<file path="config.mk">
export PLATFORM = sky130hd
export DESIGN_NAME = regfile_port_arbiter_flat
export DESIGN_NICKNAME = d
export VERILOG_FILES = /design/src/rtl/regfile_port_arbiter_if.sv /design/src/rtl/regfile_port_arbiter.sv /design/src/flat_wrapper.sv
export SDC_FILE = /design/constraint.sdc
export NUM_CORES = 1
export LEC_CHECK = 0
export BUFFER_PORTS_ARGS = -buffer_cell sky130_fd_sc_hd__buf_2
export CAP_MARGIN = 20
export CORE_MARGIN = 3
export CORE_UTILIZATION = 30
export CTS_BUF_LIST = sky130_fd_sc_hd__clkbuf_8
export DETAILED_ROUTE_END_ITERATION = 7
export RECOVER_POWER = 25
export SETUP_SLACK_MARGIN = 0.05
export SLEW_MARGIN = 20
export SYNTH_ARGS = -nofsm -noshare
export SYNTH_HDL_FRONTEND = slang
export SYNTH_SLANG_ARGS = --single-unit
export TNS_END_PERCENT = 20
</file>
<file path="constraint.sdc">
create_clock -name CLK -period 3.97 [get_ports CLK]
set_input_delay 0.1985 -clock CLK [delete_from_list [all_inputs] [get_ports CLK]]
set_output_delay 0.1985 -clock CLK [all_outputs]
set_load 0.01 [all_outputs]
</file>
<file path="src/rtl/regfile_port_arbiter_if.sv">
// Requester-side bus of the register-file port arbiter.
//
// Purpose: bundles the two requester channels (A and B) that share the single
// register-file access port.
//
// Handshake: REQ_x together with WE_x/ADDR_x/WDATA_x forms the request. The
// arbiter raises GNT_x in the same cycle (combinationally) when it takes that
// request. The requester must hold REQ_x/WE_x/ADDR_x/WDATA_x stable until it
// sees GNT_x. A granted read returns RDATA_x with a one-cycle RVALID_x pulse
// two cycles after GNT_x. A granted write returns nothing. RDATA_x keeps its
// value between reads.
//
// Signals (per requester x in {A, B}):
//   REQ_x     requester -> arbiter   operation request
//   WE_x      requester -> arbiter   1 = write, 0 = read
//   ADDR_x    requester -> arbiter   register index
//   WDATA_x   requester -> arbiter   write data
//   GNT_x     arbiter -> requester   request accepted this cycle
//   RVALID_x  arbiter -> requester   RDATA_x valid pulse
//   RDATA_x   arbiter -> requester   read result
//
// Modports: master = requester side, slave = arbiter side.
interface regfile_port_arbiter_if #(
  parameter int DATA_WIDTH = 32,
  parameter int ADDR_WIDTH = 5
);
  logic                  REQ_A;
  logic                  WE_A;
  logic [ADDR_WIDTH-1:0] ADDR_A;
  logic [DATA_WIDTH-1:0] WDATA_A;
  logic                  GNT_A;
  logic                  RVALID_A;
  logic [DATA_WIDTH-1:0] RDATA_A;

  logic                  REQ_B;
  logic                  WE_B;
  logic [ADDR_WIDTH-1:0] ADDR_B;
  logic [DATA_WIDTH-1:0] WDATA_B;
  logic                  GNT_B;
  logic                  RVALID_B;
  logic [DATA_WIDTH-1:0] RDATA_B;

  modport master (
    output REQ_A, WE_A, ADDR_A, WDATA_A,
    input  GNT_A, RVALID_A, RDATA_A,
    output REQ_B, WE_B, ADDR_B, WDATA_B,
    input  GNT_B, RVALID_B, RDATA_B
  );

  modport slave (
    input  REQ_A, WE_A, ADDR_A, WDATA_A,
    output GNT_A, RVALID_A, RDATA_A,
    input  REQ_B, WE_B, ADDR_B, WDATA_B,
    output GNT_B, RVALID_B, RDATA_B
  );
endinterface

</file>
<file path="src/rtl/regfile_port_arbiter.sv">
// Register-file port arbiter.
//
// Purpose: shares the single access port of a 2**ADDR_WIDTH x DATA_WIDTH
// register file (read-select decoder plus one write port) between two
// requesters A and B. Round-robin arbitration, one operation per cycle,
// two-stage pipeline: grant -> drive register file (S1) -> return read data.
//
// Ports:
//   CLK        rising-edge clock
//   RST        synchronous active-high reset
//   bus        requester channels A and B (slave modport)
//   RF_SELECT  read select to the register-file decoder (holds when idle)
//   RF_RDATA   decoder output for RF_SELECT
//   RF_WE      register-file write enable
//   RF_WADDR   register-file write index
//   RF_WDATA   register-file write data
module regfile_port_arbiter #(
  parameter int DATA_WIDTH = 32,
  parameter int ADDR_WIDTH = 5
) (
  input  logic                  CLK,
  input  logic                  RST,
  regfile_port_arbiter_if.slave bus,
  output logic [ADDR_WIDTH-1:0] RF_SELECT,
  input  logic [DATA_WIDTH-1:0] RF_RDATA,
  output logic                  RF_WE,
  output logic [ADDR_WIDTH-1:0] RF_WADDR,
  output logic [DATA_WIDTH-1:0] RF_WDATA
);

  // Round-robin pointer: 0 = A wins a tie, 1 = B wins a tie.
  logic pri_q, pri_d;

  // Stage 1: the operation currently driving the register file.
  logic                  s1_valid_q, s1_valid_d;
  logic                  s1_owner_q, s1_owner_d;   // 0 = A, 1 = B
  logic                  s1_we_q,    s1_we_d;
  logic [ADDR_WIDTH-1:0] s1_addr_q,  s1_addr_d;
  logic [DATA_WIDTH-1:0] s1_wdata_q, s1_wdata_d;

  // Stage 2: read results returned to the requesters.
  logic                  rvalid_a_q, rvalid_a_d;
  logic                  rvalid_b_q, rvalid_b_d;
  logic [DATA_WIDTH-1:0] rdata_a_q,  rdata_a_d;
  logic [DATA_WIDTH-1:0] rdata_b_q,  rdata_b_d;

  logic gnt_a;
  logic gnt_b;
  logic rd_done;

  // Grant decision. Reset suppresses all grants so nothing enters the pipe.
  always_comb begin
    gnt_a = 1'b0;
    gnt_b = 1'b0;
    if (!RST) begin
      if (bus.REQ_A && bus.REQ_B) begin
        if (pri_q) gnt_b = 1'b1;
        else       gnt_a = 1'b1;
      end else if (bus.REQ_A) begin
        gnt_a = 1'b1;
      end else if (bus.REQ_B) begin
        gnt_b = 1'b1;
      end
    end
  end

  // Pointer update and stage-1 load. Address/data/type hold when idle so the
  // read select keeps its last value.
  always_comb begin
    pri_d      = pri_q;
    s1_valid_d = gnt_a | gnt_b;
    s1_owner_d = s1_owner_q;
    s1_we_d    = s1_we_q;
    s1_addr_d  = s1_addr_q;
    s1_wdata_d = s1_wdata_q;
    if (gnt_a) begin
      pri_d      = 1'b1;
      s1_owner_d = 1'b0;
      s1_we_d    = bus.WE_A;
      s1_addr_d  = bus.ADDR_A;
      s1_wdata_d = bus.WDATA_A;
    end else if (gnt_b) begin
      pri_d      = 1'b0;
      s1_owner_d = 1'b1;
      s1_we_d    = bus.WE_B;
      s1_addr_d  = bus.ADDR_B;
      s1_wdata_d = bus.WDATA_B;
    end
  end

  // Stage 2: capture decoder output for a read sitting in S1.
  assign rd_done = s1_valid_q & ~s1_we_q;

  always_comb begin
    rvalid_a_d = rd_done & ~s1_owner_q;
    rvalid_b_d = rd_done &  s1_owner_q;
    rdata_a_d  = rdata_a_q;
    rdata_b_d  = rdata_b_q;
    if (rvalid_a_d) rdata_a_d = RF_RDATA;
    if (rvalid_b_d) rdata_b_d = RF_RDATA;
  end

  always_ff @(posedge CLK) begin
    if (RST) begin
      pri_q      <= 1'b0;
      s1_valid_q <= 1'b0;
      s1_owner_q <= 1'b0;
      s1_we_q    <= 1'b0;
      s1_addr_q  <= '0;
      s1_wdata_q <= '0;
      rvalid_a_q <= 1'b0;
      rvalid_b_q <= 1'b0;
      rdata_a_q  <= '0;
      rdata_b_q  <= '0;
    end else begin
      pri_q      <= pri_d;
      s1_valid_q <= s1_valid_d;
      s1_owner_q <= s1_owner_d;
      s1_we_q    <= s1_we_d;
      s1_addr_q  <= s1_addr_d;
      s1_wdata_q <= s1_wdata_d;
      rvalid_a_q <= rvalid_a_d;
      rvalid_b_q <= rvalid_b_d;
      rdata_a_q  <= rdata_a_d;
      rdata_b_q  <= rdata_b_d;
    end
  end

  // The register file commits on the same edge that resets us, so a write in
  // S1 is masked while RST is high; otherwise it would land despite the reset.
  assign RF_SELECT = s1_addr_q;
  assign RF_WADDR  = s1_addr_q;
  assign RF_WDATA  = s1_wdata_q;
  assign RF_WE     = s1_valid_q & s1_we_q & ~RST;

  assign bus.GNT_A    = gnt_a;
  assign bus.GNT_B    = gnt_b;
  assign bus.RVALID_A = rvalid_a_q;
  assign bus.RVALID_B = rvalid_b_q;
  assign bus.RDATA_A  = rdata_a_q;
  assign bus.RDATA_B  = rdata_b_q;

endmodule
</file>
<file path="src/flat_wrapper.sv">
// flat-port wrapper written by rule: the top's interface ports become plain ports
module regfile_port_arbiter_flat 
#(
  parameter int DATA_WIDTH = 32,
  parameter int ADDR_WIDTH = 5
)
  (CLK, RST, RF_SELECT, RF_RDATA, RF_WE, RF_WADDR, RF_WDATA, bus_REQ_A, bus_WE_A, bus_ADDR_A, bus_WDATA_A, bus_GNT_A, bus_RVALID_A, bus_RDATA_A, bus_REQ_B, bus_WE_B, bus_ADDR_B, bus_WDATA_B, bus_GNT_B, bus_RVALID_B, bus_RDATA_B);
  regfile_port_arbiter_if #(.DATA_WIDTH(DATA_WIDTH), .ADDR_WIDTH(ADDR_WIDTH)) bus_i ();
  input  logic CLK;
  input  logic RST;
  output logic [ADDR_WIDTH-1:0] RF_SELECT;
  input  logic [DATA_WIDTH-1:0] RF_RDATA;
  output logic RF_WE;
  output logic [ADDR_WIDTH-1:0] RF_WADDR;
  output logic [DATA_WIDTH-1:0] RF_WDATA;
  input wire logic [$bits(bus_i.REQ_A)-1:0] bus_REQ_A;
  input wire logic [$bits(bus_i.WE_A)-1:0] bus_WE_A;
  input wire logic [$bits(bus_i.ADDR_A)-1:0] bus_ADDR_A;
  input wire logic [$bits(bus_i.WDATA_A)-1:0] bus_WDATA_A;
  output wire logic [$bits(bus_i.GNT_A)-1:0] bus_GNT_A;
  output wire logic [$bits(bus_i.RVALID_A)-1:0] bus_RVALID_A;
  output wire logic [$bits(bus_i.RDATA_A)-1:0] bus_RDATA_A;
  input wire logic [$bits(bus_i.REQ_B)-1:0] bus_REQ_B;
  input wire logic [$bits(bus_i.WE_B)-1:0] bus_WE_B;
  input wire logic [$bits(bus_i.ADDR_B)-1:0] bus_ADDR_B;
  input wire logic [$bits(bus_i.WDATA_B)-1:0] bus_WDATA_B;
  output wire logic [$bits(bus_i.GNT_B)-1:0] bus_GNT_B;
  output wire logic [$bits(bus_i.RVALID_B)-1:0] bus_RVALID_B;
  output wire logic [$bits(bus_i.RDATA_B)-1:0] bus_RDATA_B;
  assign bus_i.REQ_A = bus_REQ_A;
  assign bus_i.WE_A = bus_WE_A;
  assign bus_i.ADDR_A = bus_ADDR_A;
  assign bus_i.WDATA_A = bus_WDATA_A;
  assign bus_GNT_A = bus_i.GNT_A;
  assign bus_RVALID_A = bus_i.RVALID_A;
  assign bus_RDATA_A = bus_i.RDATA_A;
  assign bus_i.REQ_B = bus_REQ_B;
  assign bus_i.WE_B = bus_WE_B;
  assign bus_i.ADDR_B = bus_ADDR_B;
  assign bus_i.WDATA_B = bus_WDATA_B;
  assign bus_GNT_B = bus_i.GNT_B;
  assign bus_RVALID_B = bus_i.RVALID_B;
  assign bus_RDATA_B = bus_i.RDATA_B;
  regfile_port_arbiter #(.DATA_WIDTH(DATA_WIDTH), .ADDR_WIDTH(ADDR_WIDTH)) u_core (.CLK(CLK), .RST(RST), .bus(bus_i), .RF_SELECT(RF_SELECT), .RF_RDATA(RF_RDATA), .RF_WE(RF_WE), .RF_WADDR(RF_WADDR), .RF_WDATA(RF_WDATA));
endmodule
</file>
-- Yosys cells after proc, flatten, opt, wreduce, memory -nomap -nowiden
Cells that the tools add are included.
- bits in registers: 107
- bits of input ports: 112
- output and inout bits: 111
- multiplexer cells: 17
- bitwise gates (word level): 9
- reduce and logical (&&, ||, !) cells: 3
- operators with widths (cell ; number):
    2-to-1 mux 32 bit ; 2
    2-to-1 mux 1 bit ; 13
    2-to-1 mux 5 bit ; 2
    bitwise AND 1 bit ; 5
    NOT 1 bit ; 3
    nonzero test 2 bit ; 1
    OR reduction 2 bit ; 1
    logical AND 1 bit ; 1
    bitwise OR 1 bit ; 1

-- Logic depth before layout (Yosys ltp)
Gate-level depths: netlist (run 1).
- depth in word-level cells: 6
- gate-level depth with buffers: 6
- mapped depth without buffers: 3

-- Least setup slack after synthesis (run 1)
OpenSTA, ideal clock, no wires.
- path kind: reg2reg
- start point: reg u_core.pri_q
- end point: reg u_core.s1_wdata_q[15] (netlist: u_core.RF_WDATA[15])
- library setup time: 0.122 ns
- data arrival time: 1.180 ns
- required time: 3.848 ns
- setup slack: 2.668 ns
- cell stages (with the launch flop): 5
- buffers on the path: 1
- clock period less this slack: 1.302 ns
- cells stage by stage: dfxtp_1 -> nand2b_1 -> nor3b_2 -> buf_2 -> a221o_1
- cells in the longest elaborated chain, start to end: 4
- elaborated cells on any way between the ends: 8
- classes of those cells: mux (7); reduce/logical (1)
- RTL lines (what ; line ; RTL):
    from (decl) ; regfile_port_arbiter.sv:32 ; logic pri_q, pri_d;
    from (signal assigned) ; regfile_port_arbiter.sv:116 ; pri_q <= pri_d;
    2-to-1 mux 1 bit ; regfile_port_arbiter.sv:57 ; if (pri_q) gnt_b = 1'b1;
    2-to-1 mux 1 bit ; regfile_port_arbiter.sv:56 ; if (bus.REQ_A && bus.REQ_B) begin
    2-to-1 mux 1 bit ; regfile_port_arbiter.sv:55 ; if (!RST) begin
    named net bus_GNT_B ; flat_wrapper.sv:27 ; output wire logic [$bits(bus_i.GNT_B)-1:0] bus_GNT_B;
    nonzero test 2 bit (no source line) ; - ;
    to (signal assigned) ; regfile_port_arbiter.sv:121 ; s1_wdata_q <= s1_wdata_d;
    to (decl) ; regfile_port_arbiter.sv:39 ; logic [DATA_WIDTH-1:0] s1_wdata_q, s1_wdata_d;
The timed path passes the listed nets, and every way through them passes these cells.
A chain may end at the register's enable or synchronous reset.

-- Final worst setup path (run 1)
- start point: reg u_core.pri_q
- end point: out bus_GNT_A
- cells in the longest elaborated chain, start to end: 3
- RTL lines (what ; line ; RTL):
    2-to-1 mux 1 bit ; regfile_port_arbiter.sv:57 ;
    2-to-1 mux 1 bit ; regfile_port_arbiter.sv:56 ;
    2-to-1 mux 1 bit ; regfile_port_arbiter.sv:55 ;
    to (decl) ; flat_wrapper.sv:20 ; output wire logic [$bits(bus_i.GNT_A)-1:0] bus_GNT_A;
Every way passes these cells.

==> impl_metrics.prom, run 1 <==
# TYPE chip_impl_metric gauge
chip_impl_metric{name="sum_of_overflow_across_all_layers_after_global_routing",unit=""} 0
chip_impl_metric{name="total_nets_after_synthesis",unit=""} 567
chip_impl_metric{name="insertion_delay",unit="ns"} 0.37
chip_impl_metric{name="boundaryPins",unit=""} 223
chip_impl_metric{name="critical_path.max_stage_delay",unit="ns"} 0.67
chip_impl_metric{name="ff_latch_area",unit="sq um"} 2140
chip_impl_metric{name="utilization_of_the_core_after_routing",unit=""} 0.410
chip_impl_info{name="crit_path_end_kind",value="output port"} 1
chip_impl_metric{name="synthSimpleGateAreaFrac",unit=""} 0.177
chip_impl_metric{name="dieWidth",unit="um"} 123
chip_impl_metric{name="cts_hold_repair.buffers",unit=""} 0
chip_impl_metric{name="max_slew.worst_pin.slew",unit="ns"} 1.02
chip_impl_metric{name="wl_per_cell",unit="um"} 14.8
chip_impl_metric{name="grt_antenna_before_repair",unit=""} 1
chip_impl_metric{name="fillers",unit=""} 1391
chip_impl_info{name="cp-start-kind",value="flip-flop"} 1
chip_impl_metric{name="timing.max_slew.rel_slack",unit=""} 0.321
chip_impl_metric{name="drive_above_1_share",unit=""} 0.321
chip_impl_metric{name="grt_pass1_vias",unit=""} 3794
chip_impl_metric{name="numCtsBuffers",unit=""} 9
chip_impl_metric{name="synthToLayoutAreaGrowth",unit="%"} 32.9
chip_impl_metric{name="drt_first_pass_iters",unit=""} 4
chip_impl_info{name="status",value="completed"} 1
chip_impl_metric{name="std_cell_rows",unit=""} 42
chip_impl_metric{name="gp_congestion",unit=""} 0.804
chip_impl_metric{name="buffer_ports.inserted",unit=""} 222
chip_impl_info{name="cts-root-buf",value="sky130_fd_sc_hd__clkbuf_8"} 1
chip_impl_metric{name="detail_route.drc_violations",unit=""} 0
chip_impl_metric{name="route.detailed.vias_per_inst",unit=""} 4.81
chip_impl_metric{name="grt_start_max_net_pins",unit=""} 91
chip_impl_metric{name="grt_pass1_wl",unit="mm"} 18.9
chip_impl_metric{name="synth-warning-count",unit=""} 0
chip_impl_metric{name="finalClockSkew",unit="ns"} 0.00632
chip_impl_metric{name="worst-endpoint-required",unit="ns"} 3.77
chip_impl_metric{name="cts-resized-gates",unit=""} 0
chip_impl_info{name="final_cell_mix",value="170 x sky130_fd_sc_hd__buf_2, 129 x sky130_fd_sc_hd__nand2_1, 107 x sky130_fd_sc_hd__dfxtp_1"} 1
chip_impl_metric{name="worst_ir_drop_vdd",unit="mV"} 0.224
chip_impl_metric{name="finalSetupTns",unit="ns"} 0
chip_impl_metric{name="multiplexer_share_of_the_synthesized_area",unit=""} 0
chip_impl_metric{name="cellPowerDensity",unit="nW/um^2"} 410
chip_impl_info{name="unrepaired_setup_endpoints_after_global_routing",value="false"} 1
chip_impl_metric{name="clkSinkCount",unit=""} 107
chip_impl_metric{name="setup_ws",unit="ns"} 1.75
chip_impl_metric{name="register_area_share_after_synthesis",unit=""} 0.520
chip_impl_metric{name="nets",unit=""} 764
chip_impl_metric{name="clk_transition_reported_paths",unit="ns"} 0.10
chip_impl_metric{name="hold_viol",unit=""} 0
chip_impl_metric{name="total_power",unit="W"} 0.00224
chip_impl_metric{name="report.final.setup_viol",unit=""} 0
chip_impl_info{name="timing.hold.worst.class",value="in2reg"} 1
chip_impl_info{name="criticalPathCategory",value="reg2out"} 1
chip_impl_metric{name="synth_cell_types",unit=""} 26
chip_impl_metric{name="static_leakage_power",unit="nW"} 2.38
chip_impl_metric{name="max_freq",unit="GHz"} 0.450
chip_impl_metric{name="number_of_post_cts_setup_repair_buffers",unit=""} 0
chip_impl_metric{name="fin_crit",unit="ns"} 2.22
chip_impl_metric{name="synth_area_per_cell",unit="sq um"} 9.05
chip_impl_metric{name="initial_core_util",unit=""} 0.308
chip_impl_metric{name="cts.htree.levels",unit=""} 3
chip_impl_info{name="timing.critical_path.slowest_stage_cell",value="sky130_fd_sc_hd__a211oi_4"} 1
chip_impl_metric{name="final_min_period_over_clock_period",unit=""} 0.559
chip_impl_info{name="path_cells",value="a211oi_4 -> buf_4 -> buf_2"} 1
chip_impl_metric{name="number_of_synthesized_register_bits",unit=""} 107
chip_impl_metric{name="postRouteAntennaNets",unit=""} 0
chip_impl_metric{name="drtIter0Drc",unit=""} 191
chip_impl_metric{name="multiInputGateArea",unit="sq um"} 1690
chip_impl_metric{name="max_cap_viol_count",unit=""} 0
chip_impl_metric{name="worst-endpoint-arrival",unit="ns"} 2.02
chip_impl_metric{name="synthCells",unit=""} 455
chip_impl_metric{name="routed_wirelength",unit="mm"} 12.4
chip_impl_metric{name="fp.dieArea",unit="sq um"} 15200
chip_impl_info{name="leading_cell_type_in_the_layout_fill_and_taps_excluded",value="sky130_fd_sc_hd__buf_2"} 1
chip_impl_metric{name="route.vias.total",unit=""} 4003
chip_impl_metric{name="post_synth_xor_area_fraction",unit=""} 0
chip_impl_metric{name="post_synth_fa_ha_maj_area_fraction",unit=""} 0
chip_impl_metric{name="place_ws",unit="ns"} 1.79
chip_impl_metric{name="netlist_area",unit="sq um"} 4120
chip_impl_metric{name="timing.hold.ws",unit="ns"} 0.0387
chip_impl_metric{name="global_route_usage_over_all_layers",unit=""} 0.158
chip_impl_metric{name="complex_gate_fraction_of_the_synthesized_area",unit=""} 0.228
chip_impl_metric{name="core",unit="sq um"} 13300
chip_impl_metric{name="dieHeight",unit="um"} 123
chip_impl_info{name="dominant_combinational_cell_family_by_area_after_synthesis",value="compound AO/OA/AOI/OAI gates"} 1
chip_impl_metric{name="slew_violations",unit=""} 0
chip_impl_metric{name="cts.path.max_buffers",unit=""} 2
chip_impl_metric{name="dpl.hpwl",unit="mm"} 8.74
chip_impl_metric{name="antenna-diode-count",unit=""} 0
chip_impl_metric{name="crit_path_max_fanout",unit=""} 23
chip_impl_info{name="cts_tree",value="built"} 1
Yosys cell counts (all sizes together):
master	instances	area [sq um]
nand3b	1	7.51
and2	21	131
buf	24	166
nand2b	1	6.26
nand2	130	495
a211oi	1	12.5
dfxtp	107	2140
a221o	38	380
or3b	1	8.76
nor2	5	26.3
inv	19	71.3
nor3	1	10.0
clkbuf	19	71.3
a2111oi	17	211
and3b	2	17.5
a21oi	65	325
nor3b	2	25.0
a22oi	1	7.51
path summary, 6_finish.rpt:
check / endpoint / slack (ns) / from / depth (start not counted)
min: u_core.RF_WDATA[1] / 0.04 / bus_WDATA_A[1] / 2
max reg2reg: u_core.RF_WDATA[17] / 2.25 / u_core.pri_q / 3
max: bus_GNT_A / 1.75 / u_core.pri_q / 3
min reg2reg: u_core.bus.RDATA_B[2] / 0.46 / u_core.bus.RDATA_B[2] / 2
critical path: cells and delay by family (launching register included):
kind | cells | cell delay [ns]
AO/OA/AOI/OAI | 1 | 0.67
buffers and inverters | 2 | 0.59
flip-flops | 1 | 0.38
where the power goes:
part / switching, W / total [W] / internal (W)
registers: 0.0000375 / 0.00117 / 0.00114
clock network: 0.000362 / 0.000748 / 0.000387
logic: 0.000183 / 0.000320 / 0.000137
total: 0.000582 / 0.00224 / 0.00166
layer usage:
layer | vias to the layer above | GRT usage | wire length (um)
met5 | - | 0 | 13
met4 | 2 | 0.0567 | 242
met1 | 1862 | 0.189 | 5090
met3 | 22 | 0.0558 | 970
met2 | 159 | 0.263 | 6040
li1 | 1958 | - | -
cell families after synthesis:
group,after synthesis
compound gates,122
buf+inv,62
flops,107
simple gates,164
metrics by stage:
stage | cells | area (sq um)
after floorplan | 455 | 4120
after global placement | 816 | 5280
after detailed placement | 817 | 5310
after CTS | 833 | 5530
after global routing | 833 | 5470
final | 833 | 5470
flip-flops by register name, indices dropped and copies added, names as in the netlist:
name / count
u_core.bus.RDATA_A: 32
u_core.bus.RVALID_B: 1
u_core.bus.RDATA_B: 32
u_core.bus.RVALID_A: 1
u_core.s1_owner_q: 1
u_core.s1_we_q: 1
u_core.pri_q: 1
u_core.s1_valid_q: 1
u_core.RF_SELECT: 5
u_core.RF_WDATA: 32
layout make-up:
cell class,instances,share of cell area
Sequential cell,107,0.392
Multi-Input combinational cell,286,0.308
Timing Repair Buffer,229,0.205
Tap cell,176,0.0403
Clock buffer,11,0.0277
Clock inverter,5,0.0140
Inverter,19,0.0130
(Power assumes the default switching activity.)
==> run 2: changes to the inputs <==
==> constraint.sdc (replaced) <==
create_clock -name CLK -period 1.8 [get_ports CLK]
set_input_delay 0.09 -clock CLK [delete_from_list [all_inputs] [get_ports CLK]]
set_output_delay 0.09 -clock CLK [all_outputs]
set_load 0.01 [all_outputs]
==> run 2 against run 1 <==
- global-route usage grew 2.0 points
- critical path type unchanged
- clock skew grew 0.0031 ns
- design area grew 17%
- combinational power grew to 2.8 times the previous value
- flip-flop and latch count is the same
- routed wire length grew 12%
- non-clock buffer count grew 95
- worst hold slack gained 0.072 ns
- power grew 130%
==> impl_metrics.prom, run 2 (synthesis gave the netlist of run 1 again) <==
# TYPE chip_impl_metric gauge
chip_impl_info{name="status",value="completed"} 1
chip_impl_info{name="unrepaired_setup_endpoints_after_global_routing",value="false"} 1
chip_impl_info{name="cp-start-kind",value="flip-flop"} 1
chip_impl_metric{name="pwr-share-comb",unit=""} 0.171
chip_impl_metric{name="grt_antenna_before_repair",unit=""} 0
chip_impl_metric{name="fp.dieArea",unit="sq um"} 15200
chip_impl_metric{name="worst-endpoint-required",unit="ns"} 1.71
chip_impl_metric{name="insertion_delay",unit="ns"} 0.37
chip_impl_metric{name="grt_pass1_wl",unit="mm"} 21.5
chip_impl_metric{name="grt_pass1_vias",unit=""} 4380
chip_impl_metric{name="fin_crit",unit="ns"} 1.62
chip_impl_metric{name="drtIter0Drc",unit=""} 306
chip_impl_metric{name="postRouteAntennaNets",unit=""} 0
chip_impl_metric{name="dieWidth",unit="um"} 123
chip_impl_metric{name="dpl.hpwl",unit="mm"} 8.75
chip_impl_metric{name="slew_violations",unit=""} 0
chip_impl_metric{name="buffer_ports.inserted",unit=""} 222
chip_impl_metric{name="worstPathBufferInverterCount",unit=""} 2
chip_impl_info{name="leading_cell_type_in_the_layout_fill_and_taps_excluded",value="sky130_fd_sc_hd__buf_2"} 1
chip_impl_metric{name="finalClockSkew",unit="ns"} 0.00944
chip_impl_metric{name="total_power",unit="W"} 0.00517
chip_impl_metric{name="route.vias.total",unit=""} 4400
chip_impl_metric{name="global_route_usage_over_all_layers",unit=""} 0.178
chip_impl_metric{name="timing.max_slew.rel_slack",unit=""} 0.566
chip_impl_metric{name="worst_ir_drop_vdd",unit="mV"} 0.334
chip_impl_metric{name="initial_core_util",unit=""} 0.308
chip_impl_metric{name="antenna-diode-count",unit=""} 0
chip_impl_metric{name="p_clk_frac",unit=""} 0.328
chip_impl_metric{name="clk_transition_reported_paths",unit="ns"} 0.10
chip_impl_metric{name="drive_above_1_share",unit=""} 0.285
chip_impl_metric{name="wl_per_cell",unit="um"} 14.9
chip_impl_info{name="timing.hold.worst.class",value="in2reg"} 1
chip_impl_metric{name="setup_ws",unit="ns"} 0.175
chip_impl_metric{name="place_ws",unit="ns"} 0.284
chip_impl_metric{name="grt_start_max_net_pins",unit=""} 49
chip_impl_metric{name="internal_power",unit="W"} 0.00384
chip_impl_metric{name="hold_viol",unit=""} 0
chip_impl_info{name="crit_path_end_kind",value="output port"} 1
chip_impl_info{name="final_cell_mix",value="168 x sky130_fd_sc_hd__buf_2, 129 x sky130_fd_sc_hd__nand2_1, 106 x sky130_fd_sc_hd__dfxtp_1"} 1
chip_impl_info{name="timing.critical_path.slowest_stage_cell",value="sky130_fd_sc_hd__dfxtp_2"} 1
chip_impl_metric{name="route.detailed.vias_per_inst",unit=""} 4.74
chip_impl_metric{name="max_freq",unit="GHz"} 0.616
chip_impl_info{name="path_cells",value="nand2b_1 -> nor3b_2 -> buf_6 -> buf_2"} 1
chip_impl_metric{name="sum_of_overflow_across_all_layers_after_global_routing",unit=""} 0
chip_impl_metric{name="cts.path.max_buffers",unit=""} 2
chip_impl_info{name="criticalPathCategory",value="reg2out"} 1
chip_impl_metric{name="numPlacedInstances",unit=""} 821
chip_impl_metric{name="sequentialPowerShare",unit=""} 0.501
chip_impl_metric{name="max_cap_viol_count",unit=""} 0
chip_impl_metric{name="dpl_cell_area",unit="sq um"} 5320
chip_impl_metric{name="power.net_switching",unit="W"} 0.00133
chip_impl_metric{name="std_cell_rows",unit=""} 42
chip_impl_info{name="critical_path.top_delay_family",value="flip-flops"} 1
chip_impl_metric{name="worst-endpoint-arrival",unit="ns"} 1.53
chip_impl_metric{name="detail_route.drc_violations",unit=""} 0
chip_impl_metric{name="drt_first_pass_iters",unit=""} 4
chip_impl_metric{name="max_slew.worst_pin.slew",unit="ns"} 0.650
chip_impl_metric{name="p_sw_frac",unit=""} 0.257
chip_impl_metric{name="final_min_period_over_clock_period",unit=""} 0.903
chip_impl_metric{name="cts.htree.levels",unit=""} 3
chip_impl_metric{name="routed_wirelength",unit="mm"} 13.8
chip_impl_metric{name="core",unit="sq um"} 13300
chip_impl_metric{name="cellPowerDensity",unit="nW/um^2"} 806
chip_impl_metric{name="finish.instance_area",unit="sq um"} 6410
chip_impl_metric{name="synthToLayoutAreaGrowth",unit="%"} 55.7
chip_impl_metric{name="finalSetupTns",unit="ns"} 0
chip_impl_info{name="cts-root-buf",value="sky130_fd_sc_hd__clkbuf_8"} 1
chip_impl_metric{name="crit_path_max_fanout",unit=""} 22
chip_impl_metric{name="numCtsBuffers",unit=""} 9
chip_impl_metric{name="report.final.setup_viol",unit=""} 0
chip_impl_metric{name="final_cells",unit=""} 928
chip_impl_metric{name="gp_congestion",unit=""} 0.777
chip_impl_info{name="cts_tree",value="built"} 1
chip_impl_metric{name="critical_path.max_stage_delay",unit="ns"} 0.41
chip_impl_metric{name="dieHeight",unit="um"} 123
chip_impl_metric{name="static_leakage_power",unit="nW"} 2.77
chip_impl_metric{name="boundaryPins",unit=""} 223
chip_impl_metric{name="nets",unit=""} 859
chip_impl_metric{name="clkSinkCount",unit=""} 107
chip_impl_metric{name="number_of_post_cts_setup_repair_buffers",unit=""} 0
[run 2: changes by cell type in the layout (fill, tap and decap cells not counted), sizes merged]
cell,before,now
clkinvlp,1,0
dlygate4sd3,0,91
clkbuf,62,65
buf,178,180
[run 2: worst register-to-register path: cells and delay by family, from the launching register on]
family	cells	cell delay (ns)
buffers and inverters	1	0.20
and+or+nand+nor	2	0.35
AOI/OAI and AO/OA	1	0.38
DFF	1	0.37
[run 2: final cells by class]
type / instances / area, sq um
inverter: 19 / 71.3
clock inverter: 4 / 72.6
fill: 1275 / 6940
timing repair buffer: 324 / 2050
sequential: 107 / 2140
clock buffer: 12 / 165
tap: 176 / 220
multi-input combinational: 286 / 1690
[run 2: power groups by stage]
stage	Sequential, W	Combinational [W]	Clock [W]
global route	0.00261	0.000963	0.00185
floorplan	0.00269	0.000325	0
finish	0.00259	0.000881	0.00169
global placement	0.00264	0.000719	0
CTS	0.00259	0.000893	0.00176
detailed placement	0.00264	0.000738	0
[run 2: final timing paths]
path | from | to | slack (ns) | cells past startpoint
worst max register to register | u_core.pri_q | u_core.RF_WDATA[2] | 0.38 | 4
worst min-delay path | bus_REQ_A | u_core.pri_q | 0.11 | 3
worst min register to register | u_core.bus.RDATA_A[10] | u_core.bus.RDATA_A[10] | 0.46 | 2
worst max-delay path | u_core.pri_q | bus_GNT_B | 0.18 | 4
[run 2: repair_timing]
action | CTS | global route
gates cloned | 0 | 0
hold buffers | 91 | 0
gates resized for setup | 1 | 1
endpoints found under the setup margin | 1 | 1
endpoints found under the hold margin | 102 | 0
[run 2: metrics by stage]
| stage | hold slack, ns | utilization |
|---|---|---|
| after CTS | 0.0780 | 0.485 |
| after floorplan | 0.226 | - |
| after global routing | 0.118 | 0.480 |
| final | 0.111 | 0.480 |
| after detailed placement | 0.315 | 0.399 |
| after global placement | 0.313 | 0.398 |
[run 2: per-layer routing]
| layer | vias to the layer above | wire length (um) | track usage |
|---|---|---|---|
| met5 | - | 0 | 0 |
| met1 | 2053 | 5790 | 0.213 |
| met3 | 27 | 851 | 0.0357 |
| li1 | 2140 | - | - |
| met2 | 180 | 6800 | 0.310 |
| met4 | 0 | 353 | 0.0747 |
==> run 3: changes to the inputs <==
--- a/config.mk
+++ b/config.mk
@@ -5,12 +5,16 @@
 export SDC_FILE = /design/constraint.sdc
 export NUM_CORES = 1
 export LEC_CHECK = 0
+export ABC_CLOCK_PERIOD_IN_PS = 1800
 export BUFFER_PORTS_ARGS = -buffer_cell sky130_fd_sc_hd__buf_2
 export CAP_MARGIN = 20
+export CELL_PAD_IN_SITES_DETAIL_PLACEMENT = 1
+export CELL_PAD_IN_SITES_GLOBAL_PLACEMENT = 2
 export CORE_MARGIN = 3
-export CORE_UTILIZATION = 30
+export CORE_UTILIZATION = 23
 export CTS_BUF_LIST = sky130_fd_sc_hd__clkbuf_8
 export DETAILED_ROUTE_END_ITERATION = 7
+export PLACE_DENSITY_LB_ADDON = 0.1
 export RECOVER_POWER = 25
 export SETUP_SLACK_MARGIN = 0.05
 export SLEW_MARGIN = 20
==> run 3 against run 2 <==
- power rose by 4.0%
- flip-flop and latch count did not move
- core utilization fell by 10 points
- first-iteration DRC count fell by 42%
- non-clock buffer count rose by 2
==> impl_metrics.prom, run 3 (synthesis gave the netlist of run 1 again) <==
# TYPE chip_impl_metric gauge
chip_impl_metric{name="cellPowerDensity",unit="nW/um^2"} 821
chip_impl_metric{name="max_slew.worst_pin.slew",unit="ns"} 0.971
chip_impl_metric{name="grt_pass1_wl",unit="mm"} 24.6
chip_impl_metric{name="clkSinkCount",unit=""} 107
chip_impl_metric{name="finish.instance_area",unit="sq um"} 6540
chip_impl_metric{name="report.final.setup_viol",unit=""} 0
chip_impl_metric{name="detail_route.drc_violations",unit=""} 0
chip_impl_metric{name="drt_first_pass_iters",unit=""} 4
chip_impl_metric{name="route.vias.total",unit=""} 4398
chip_impl_metric{name="insertion_delay",unit="ns"} 0.38
chip_impl_metric{name="clk_transition_reported_paths",unit="ns"} 0.10
chip_impl_info{name="cp-start-kind",value="flip-flop"} 1
chip_impl_info{name="r2r-start",value="u_core.pri_q"} 1
chip_impl_metric{name="antenna-diode-count",unit=""} 0
chip_impl_metric{name="fp.dieArea",unit="sq um"} 19500
chip_impl_metric{name="p_clk_frac",unit=""} 0.350
chip_impl_metric{name="gp_congestion",unit=""} 0.726
chip_impl_metric{name="numCtsBuffers",unit=""} 9
chip_impl_metric{name="synthToLayoutAreaGrowth",unit="%"} 59.0
chip_impl_metric{name="drtIter0Drc",unit=""} 176
chip_impl_info{name="status",value="completed"} 1
chip_impl_metric{name="max_freq",unit="GHz"} 0.618
chip_impl_metric{name="number_of_post_cts_setup_repair_buffers",unit=""} 0
chip_impl_metric{name="dpl.hpwl",unit="mm"} 10.2
chip_impl_metric{name="min_path_cells",unit=""} 4
chip_impl_metric{name="static_leakage_power",unit="nW"} 2.81
chip_impl_metric{name="power.net_switching",unit="W"} 0.00138
chip_impl_metric{name="p_sw_frac",unit=""} 0.257
chip_impl_metric{name="cts.path.max_buffers",unit=""} 2
chip_impl_metric{name="sequentialPowerShare",unit=""} 0.482
chip_impl_metric{name="global_route_usage_over_all_layers",unit=""} 0.157
chip_impl_metric{name="reg2regPathDepth",unit=""} 4
chip_impl_metric{name="fillers",unit=""} 2112
chip_impl_metric{name="grt_start_max_net_pins",unit=""} 90
chip_impl_metric{name="grt_pass1_vias",unit=""} 4651
chip_impl_info{name="leading_cell_type_in_the_layout_fill_and_taps_excluded",value="sky130_fd_sc_hd__buf_2"} 1
chip_impl_metric{name="worst-endpoint-arrival",unit="ns"} 1.53
chip_impl_metric{name="finalClockSkew",unit="ns"} 0.00615
chip_impl_metric{name="buffer_ports.inserted",unit=""} 222
chip_impl_metric{name="drive_above_1_share",unit=""} 0.290
chip_impl_metric{name="final_min_period_over_clock_period",unit=""} 0.899
chip_impl_info{name="worstSetupStartpoint",value="u_core.pri_q"} 1
chip_impl_info{name="criticalPathCategory",value="reg2out"} 1
chip_impl_metric{name="std_cell_rows",unit=""} 48
chip_impl_metric{name="dieHeight",unit="um"} 140
chip_impl_metric{name="core",unit="sq um"} 17400
chip_impl_metric{name="worst_ir_drop_vdd",unit="mV"} 0.328
chip_impl_info{name="holdCritStartpoint",value="bus_WDATA_B[16]"} 1
chip_impl_metric{name="multiInputGateArea",unit="sq um"} 1680
chip_impl_metric{name="max_cap_viol_count",unit=""} 0
chip_impl_metric{name="pwr-share-comb",unit=""} 0.167
chip_impl_metric{name="utilization_of_the_core_after_routing",unit=""} 0.376
chip_impl_metric{name="postRouteAntennaNets",unit=""} 0
chip_impl_metric{name="route.detailed.vias_per_inst",unit=""} 4.49
chip_impl_metric{name="total_power",unit="W"} 0.00537
chip_impl_metric{name="setup_ws",unit="ns"} 0.181
chip_impl_metric{name="crit_path_max_fanout",unit=""} 22
chip_impl_info{name="cts-root-buf",value="sky130_fd_sc_hd__clkbuf_8"} 1
chip_impl_metric{name="internal_power",unit="W"} 0.00399
chip_impl_metric{name="boundaryPins",unit=""} 223
chip_impl_metric{name="sum_of_overflow_across_all_layers_after_global_routing",unit=""} 0
chip_impl_metric{name="dpl_cell_area",unit="sq um"} 5420
chip_impl_metric{name="cts.htree.levels",unit=""} 3
chip_impl_metric{name="worst-endpoint-required",unit="ns"} 1.71
chip_impl_metric{name="timing.max_slew.rel_slack",unit=""} 0.352
chip_impl_info{name="cts_tree",value="built"} 1
chip_impl_metric{name="slew_violations",unit=""} 0
chip_impl_metric{name="routed_wirelength",unit="mm"} 15.7
chip_impl_info{name="timing.hold.worst.class",value="in2reg"} 1
chip_impl_info{name="crit_path_end_kind",value="output port"} 1
chip_impl_metric{name="hold_viol",unit=""} 0
chip_impl_info{name="unrepaired_setup_endpoints_after_global_routing",value="false"} 1
chip_impl_metric{name="ff_latch_area",unit="sq um"} 2140
chip_impl_metric{name="initial_core_util",unit=""} 0.236
chip_impl_metric{name="fin_crit",unit="ns"} 1.62
chip_impl_metric{name="dieWidth",unit="um"} 140
chip_impl_metric{name="finalSetupTns",unit="ns"} 0
chip_impl_info{name="final_cell_mix",value="170 x sky130_fd_sc_hd__buf_2, 129 x sky130_fd_sc_hd__nand2_1, 106 x sky130_fd_sc_hd__dfxtp_1"} 1
chip_impl_metric{name="place_ws",unit="ns"} 0.0978
chip_impl_metric{name="grt_antenna_before_repair",unit=""} 0
chip_impl_metric{name="nets",unit=""} 861
chip_impl_metric{name="wl_per_cell",unit="um"} 16.0
[run 3: path summary, 6_finish.rpt]
check	end	slack, ns
worst max-delay path	bus_GNT_B	0.18
worst min-delay path	u_core.RF_WDATA[16]	0.19
worst max register to register	u_core.RF_WDATA[30]	0.40
worst min register to register	u_core.bus.RDATA_B[12]	0.46
[run 3: repair_timing]
item,4_1_cts,5_1_grt
endpoints found under the setup margin,1,0
resized for setup,2,0
endpoints found under the hold margin,102,0
hold buffers,91,0
[run 3: layout make-up]
cell class	instances	share of cell area
clock buffer	12	0.0252
clock inverter	4	0.0145
inverter	19	0.0109
multi-input combinational	286	0.257
sequential	107	0.328
tap	225	0.0430
timing repair buffer	326	0.322
[run 3: metal layers]
layer | up-vias | wire [um] | global-route usage
met2 | 141 | 7890 | 0.283
li1 | 2147 | - | -
met1 | 2086 | 6490 | 0.176
met4 | 0 | 356 | 0.0617
met3 | 24 | 927 | 0.0392
met5 | - | 0 | 0
[run 3: worst max-delay path: stages (launching register included)]
cell and delay [ns]:
sky130_fd_sc_hd__dfxtp_2 0.41, sky130_fd_sc_hd__nand2b_1 0.16, sky130_fd_sc_hd__nor3b_2 0.19, sky130_fd_sc_hd__buf_6 0.23, sky130_fd_sc_hd__buf_2 0.16
[run 3: power by group through the flow]
stage / Combinational [W] / Sequential (W) / Clock (W)
finish: 0.000898 / 0.00259 / 0.00188
floorplan: 0.000325 / 0.00269 / 0
global route: 0.000991 / 0.00261 / 0.00205
detailed placement: 0.000769 / 0.00264 / 0
CTS: 0.000926 / 0.00259 / 0.00198
global placement: 0.000754 / 0.00264 / 0
[run 3: per-stage QoR]
stage                     hold slack, ns  cells
after global routing               0.175    979
after CTS                          0.150    978
after detailed placement           0.318    871
after floorplan                    0.226    455
after global placement             0.312    871
final                              0.187    979
